**src/rtl/seq_detect_prog.sv**
```systemverilog
// ---------------------------------------------------------------------------
// seq_detect_prog
// Programmable serial bit-sequence detector. The pattern, its length
// (1..PAT_W) and the overlap mode are loaded at runtime. The block emits a
// registered one-cycle match pulse and, optionally, a saturating match count.
//
// Build option:
//   MATCH_COUNT_EN  defined   : saturating match counter drives match_count
//                   undefined : no counter logic, match_count tied to 0
//
// Ports:
//   clk          in   1      clock, all logic on posedge
//   clear        in   1      synchronous active-high reset
//   x            in   1      serial data bit
//   x_valid      in   1      x is sampled only when high
//   cfg_load     in   1      strobe: latch cfg_*, flush history
//   cfg_pattern  in   PAT_W  pattern, [len-1] first bit received, [0] last
//   cfg_len      in   LEN_W  pattern length (0 -> 1, >PAT_W -> PAT_W)
//   cfg_overlap  in   1      1 = overlapping matches allowed
//   out          out  1      registered match pulse
//   match_count  out  CNT_W  saturating number of matches
// ---------------------------------------------------------------------------
module seq_detect_prog #(
  parameter int unsigned       PAT_W       = 4,
  parameter int unsigned       CNT_W       = 8,
  parameter logic [PAT_W-1:0]  RST_PATTERN = PAT_W'(4'b1001),
  parameter int unsigned       RST_LEN     = 4,
  parameter logic              RST_OVERLAP = 1'b1,
  localparam int unsigned      LEN_W       = $clog2(PAT_W + 1)
) (
  input  logic             clk,
  input  logic             clear,
  input  logic             x,
  input  logic             x_valid,
  input  logic             cfg_load,
  input  logic [PAT_W-1:0] cfg_pattern,
  input  logic [LEN_W-1:0] cfg_len,
  input  logic             cfg_overlap,
  output logic             out,
  output logic [CNT_W-1:0] match_count
);

  localparam int unsigned      FILL_W   = $clog2(PAT_W);
  localparam logic [FILL_W-1:0] FILL_MAX = FILL_W'(PAT_W - 1);
  localparam logic [LEN_W-1:0]  LEN_MAX  = LEN_W'(PAT_W);
  localparam logic [LEN_W-1:0]  LEN_RST  = LEN_W'(RST_LEN);

  // Configuration and history state
  logic [PAT_W-1:0]  pattern_q, pattern_d;
  logic [LEN_W-1:0]  len_q, len_d;
  logic              overlap_q, overlap_d;
  logic [PAT_W-1:0]  hist_q, hist_d;
  logic [FILL_W-1:0] fill_q, fill_d;
  logic              out_q, out_d;

  // Combinational helpers
  logic [LEN_W-1:0]  cfg_len_c;
  logic [PAT_W-1:0]  mask_c;
  logic [PAT_W-1:0]  cand_c;
  logic              fill_ok_c;
  logic              match_c;

  // Clamp the requested length into 1..PAT_W
  always_comb begin
    cfg_len_c = cfg_len;
    if (cfg_len == '0) begin
      cfg_len_c = LEN_W'(1);
    end else if (cfg_len > LEN_MAX) begin
      cfg_len_c = LEN_MAX;
    end
  end

  // Select the low len bits of the candidate window
  always_comb begin
    mask_c = '0;
    for (int i = 0; i < int'(PAT_W); i++) begin
      mask_c[i] = (i < int'(len_q));
    end
  end

  // Newest bit enters at [0]; the oldest relevant bit sits at [len-1]
  assign cand_c = {hist_q[PAT_W-2:0], x};

  // The history is only trusted once len-1 earlier bits have been seen
  // since the last flush; this also enforces non-overlap spacing.
  assign fill_ok_c = (int'(fill_q) >= (int'(len_q) - 1));
  assign match_c   = fill_ok_c && (((cand_c ^ pattern_q) & mask_c) == '0);

  // Next-state logic
  always_comb begin
    pattern_d = pattern_q;
    len_d     = len_q;
    overlap_d = overlap_q;
    hist_d    = hist_q;
    fill_d    = fill_q;
    out_d     = 1'b0;

    if (cfg_load) begin
      // The sample presented alongside a load is dropped
      pattern_d = cfg_pattern;
      len_d     = cfg_len_c;
      overlap_d = cfg_overlap;
      hist_d    = '0;
      fill_d    = '0;
    end else if (x_valid) begin
      hist_d = cand_c;
      out_d  = match_c;
      if (match_c && !overlap_q) begin
        fill_d = '0;
      end else if (fill_q != FILL_MAX) begin
        fill_d = fill_q + FILL_W'(1);
      end
    end
  end

  // State registers
  always_ff @(posedge clk) begin
    if (clear) begin
      pattern_q <= RST_PATTERN;
      len_q     <= LEN_RST;
      overlap_q <= RST_OVERLAP;
      hist_q    <= '0;
      fill_q    <= '0;
      out_q     <= 1'b0;
    end else begin
      pattern_q <= pattern_d;
      len_q     <= len_d;
      overlap_q <= overlap_d;
      hist_q    <= hist_d;
      fill_q    <= fill_d;
      out_q     <= out_d;
    end
  end

  assign out = out_q;

`ifdef MATCH_COUNT_EN
  // Saturating match counter, advances on the edge that raises out
  logic [CNT_W-1:0] cnt_q, cnt_d;

  always_comb begin
    cnt_d = cnt_q;
    if (out_d && (cnt_q != {CNT_W{1'b1}})) begin
      cnt_d = cnt_q + CNT_W'(1);
    end
  end

  always_ff @(posedge clk) begin
    if (clear) begin
      cnt_q <= '0;
    end else begin
      cnt_q <= cnt_d;
    end
  end

  assign match_count = cnt_q;
`else
  assign match_count = '0;
`endif

endmodule
```
**config.mk**
```make
export PLATFORM = sky130hd
export DESIGN_NAME = seq_detect_prog
export DESIGN_NICKNAME = d
export VERILOG_FILES = /design/src/rtl/seq_detect_prog.sv
export SDC_FILE = /design/constraint.sdc
export NUM_CORES = 1
export LEC_CHECK = 0
export ABC_CLOCK_PERIOD_IN_PS = 2500
export CAP_MARGIN = 5
export CORE_MARGIN = 3
export CORE_UTILIZATION = 35
export DETAILED_ROUTE_END_ITERATION = 16
export PLACE_DENSITY_LB_ADDON = 0.08
export SLEW_MARGIN = 30
export SYNTH_ARGS = -nofsm -noshare
export SYNTH_HDL_FRONTEND = slang
export SYNTH_SLANG_ARGS = --single-unit
```
**constraint.sdc**
```tcl
create_clock -name clk -period 2.5 [get_ports clk]
set_clock_uncertainty 0.15 [all_clocks]
set_input_delay 0.625 -clock clk [delete_from_list [all_inputs] [get_ports clk]]
set_output_delay 0.625 -clock clk [all_outputs]
set_load 0.02 [all_outputs]
```
==> impl_results.rst <==
.. list-table::
   :header-rows: 1

   * - Metric
     - Value
   * - Wirelength, routed
     - ~1600 um
   * - Length of the first detailed-routing pass in iterations
     - 3
   * - Number of diodes added for antenna fixing
     - 0
   * - Site Rows
     - 16
   * - Most common cell after layout, fill and taps aside
     - sky130_fd_sc_hd__dfxtp_1
   * - Antenna violations before repair
     - 0
   * - Logic depth of the worst register-to-register path
     - 7
   * - Setup slack, reg-to-reg
     - 450 ps
   * - Async set or reset register ratio after synthesis
     - 0
   * - Largest net degree at the start of global routing
     - 15
   * - Internal power
     - 366 uW
   * - Number of CTS-inserted buffers
     - 3
   * - Result of the run
     - completed
   * - Clk_lat worst skew
     - around 280 ps
   * - Area of the die
     - between 2000 and 3000 um^2
   * - Final Critical Period
     - ~2000 ps
   * - Net count, final
     - approximately 130
   * - Startpoint of the worst setup timing path
     - len_q[0]
   * - CTS Root Cell
     - sky130_fd_sc_hd__clkbuf_4
   * - Proportion of power drawn by the clock network
     - 0.331
   * - Combinational share of power
     - 0.186
   * - Final Hold Slack
     - ~340 ps
   * - Final Max Slew Viols
     - 0
   * - Endpoint arrival time on the critical path
     - approximately 2100 ps
   * - Top cells by area, synth
     - sky130_fd_sc_hd__dfxtp_1 35%, sky130_fd_sc_hd__mux2i_1 11%, sky130_fd_sc_hd__ha_1 9.4%
   * - Post-detailed-route wirelength per cell
     - ~12 um
   * - Remaining design rule violation count
     - 0
   * - Worst Tran Pin Value
     - 653 ps
   * - Peak per-stage delay on the critical path
     - 430 ps
   * - Part of the power in registers
     - 0.483
   * - Number of top-level pins
     - 22
   * - Post-synthesis average cell area
     - approximately 8.8 um^2
   * - Clock transition at path regs
     - around 90 ps
   * - Endpoint with the worst hold slack
     - overlap_q
   * - Vias in the first global route
     - 563
   * - Number of post-CTS setup repair buffers
     - 0
   * - Die H
     - approximately 54 um
   * - End of the worst register-to-register path
     - fill_q[0]
   * - Clock tree from TritonCTS
     - done
   * - Post-synth EDFFs
     - 0
   * - Category of the most critical setup path
     - flop to flop
   * - Starting utilization of the core area
     - 0.388
   * - Post-Synthesis Cell Area
     - between 800 and 900 um^2
   * - Area post-placement
     - 935 um^2
   * - Instance count of the mapped netlist
     - 91
   * - Antenna Violating Nets Remaining
     - 0
   * - Capturing element type of the critical path
     - flop
   * - Highest Clock Rate
     - a little under 0.5 GHz
   * - Hold buffers post-CTS
     - 0
   * - Final hold viol count
     - 0
   * - Crit-path most repeated cell
     - sky130_fd_sc_hd__ha_1
   * - Critical path data required time
     - between 2000 and 3000 ps
   * - Floorplan core area
     - 2060 um^2
   * - First-pass GRT wire length
     - 2500 um
   * - # Max-Cap Violations
     - 0
   * - Max Buffers Root-to-Sink
     - 2
   * - Starting DRC count in detailed routing
     - 7
   * - Ordered list of cells on the worst path
     - inv_1 -> ha_1 -> ha_1 -> a21oi_1 -> o32ai_1 -> a32o_1 -> a211oi_2
   * - Most frequent cells in the layout
     - 14 x sky130_fd_sc_hd__dfxtp_1, 13 x sky130_fd_sc_hd__clkdlybuf4s50_1, 9 x sky130_fd_sc_hd__nand2_1, 9 x sky130_fd_sc_hd__mux2i_1, 8 x sky130_fd_sc_hd__conb_1
   * - Routability Congestion
     - ~0.8
   * - Count of port buffers added during placement
     - 13
   * - Sequential fraction of the synthesis area
     - 0.350
   * - Synth-to-layout area growth
     - 21.2%
   * - Synth unique cells
     - 29
   * - Critical-path cell with the highest stage delay
     - sky130_fd_sc_hd__dfxtp_1
   * - Proportion of netlist area held by the largest area contributor
     - 0.350
   * - Fraction of layout instances using a drive strength above 1
     - 0.104
   * - Final period utilization
     - 0.818
   * - Total number of H-tree levels
     - 1
   * - Cell taking the most area after synthesis
     - sky130_fd_sc_hd__dfxtp_1
   * - Aggregate negative setup slack
     - 0 ps
   * - Count of cells resized by post-cts repair
     - 0
   * - Synth warnings
     - 0
   * - Delay-heaviest family, CP
     - compound AO/OA/AOI/OAI gates
   * - Total of flip-flops plus latches after synthesis
     - 14
   * - Post-route standard cell area excluding fillers
     - just under 1000 um^2
   * - Vias
     - slightly below 600
   * - Remaining global-route overflow
     - 0
   * - Start point of the worst hold path
     - overlap_q
   * - RSZ-0062 raised after global routing
     - no
   * - Overall die width
     - 53.8 um
   * - Cell Pwr Density
     - approximately 510 nW/um^2
   * - Leakage
     - ~0.43 nW
   * - Via-to-Cell Ratio
     - between 4 and 5
   * - Critical register-to-register path startpoint
     - len_q[0]
   * - Setup violations, final
     - 0
   * - Total net switching power
     - between 100 and 150 uW
   * - Largest driver fanout on the critical path
     - 5
   * - Cell depth of the worst hold path
     - 2
   * - VDD IR max
     - roughly 330 uV
   * - DP Wirelength
     - ~1100 um
   * - Kind of launch point of the worst setup path
     - flop
   * - Sink Count
     - 14
   * - Net switching fraction of the power
     - 0.266
   * - Class of the most critical hold timing path
     - flop to flop
   * - Global-route usage over all layers
     - 0.124
   * - Flip-flop cell with the highest count after synthesis
     - sky130_fd_sc_hd__dfxtp_1
   * - Slew margin rel.
     - 0.563
   * - Count of buffering cells on the critical path with inverters included
     - 1
power by group through the flow:
stage,Combinational [mW],Clock [mW],Sequential [mW]
floorplan,0.0697,0,0.244
global placement,0.0912,0,0.246
detailed placement,0.0915,0,0.246
CTS,0.0927,0.169,0.241
global route,0.104,0.180,0.242
finish,0.0925,0.165,0.241
per-layer routing:
| metal | up-vias | wire, um | global-route usage |
|---|---|---|---|
| met5 | - | 0 | 0 |
| met4 | 0 | 10 | 0.0255 |
| met3 | 2 | 80 | 0.0582 |
| met2 | 12 | 702 | 0.190 |
| met1 | 260 | 762 | 0.159 |
| li1 | 321 | - | - |
kinds of logic (layout without fill, tap and decap cells):
| family | count (synthesis) | in the layout | share of synthesized area |
|---|---|---|---|
| and+or+nand+nor | 26 | 26 | 0.152 |
| buffers and inverters | 18 | 26 | 0.127 |
| AOI/OAI and AO/OA | 14 | 14 | 0.128 |
| DFF | 14 | 14 | 0.350 |
| muxes | 9 | 9 | 0.113 |
| adders and majority gates | 6 | 6 | 0.0937 |
| xor gates and xnor gates | 3 | 3 | 0.0328 |
| other | 1 | 8 | 0.00468 |
worst register-to-register path, delay by kind of cell (launching register included):
family	cells	cell delay, ps
buffers and inverters	1	90
adder cells (fa/ha/maj)	2	570
AO/OA/AOI/OAI	4	740
flip-flops	1	430
cells in the mapped netlist, drive strengths merged, types with 2 or more instances:
cell / number
nand2: 9
a211oi: 2
mux2i: 9
ha: 6
nor2: 8
buf: 11
nand2b: 3
nor3: 3
inv: 6
dfxtp: 14
xnor2: 2
a21oi: 6
state kept, by name (all words and copies together), names as in the netlist:
register / count
overlap_q: 1
out: 1
pattern_q: 4
hist_q: 3
len_q: 3
fill_q: 2
worst max path at each step:
| stage | to | slack [ps] | cells after the start |
|---|---|---|---|
| 4_1_cts | fill_q[0] | 440 | 7 |
| 3_5_place_dp | out | 360 | 3 |
| 2_1_floorplan | fill_q[0] | 660 | 7 |
| 5_1_grt | fill_q[0] | 300 | 7 |
| 3_3_place_gp | out | 340 | 3 |
| 6_report | fill_q[0] | 450 | 7 |
final cells by class:
| cell class | instances | area (um^2) |
|---|---|---|
| fillers | 219 | 1090 |
| multi-input cells | 66 | 445 |
| flip-flops and latches | 14 | 280 |
| repair buffers | 16 | 153 |
| clock buffers | 4 | 36.3 |
| well taps | 27 | 33.8 |
| inverters | 6 | 22.5 |
stage by stage:
step / utilization / std cells / worst slack, ps / total power [mW]
detailed placement: 0.453 / 129 / 360 / 0.337
global route: 0.471 / 133 / 295 / 0.526
CTS: 0.471 / 133 / 436 / 0.503
floorplan: - / 98 / 657 / 0.313
global placement: 0.453 / 129 / 344 / 0.337
finish: 0.471 / 133 / 454 / 0.498
Power figures use the tool's default switching activity.
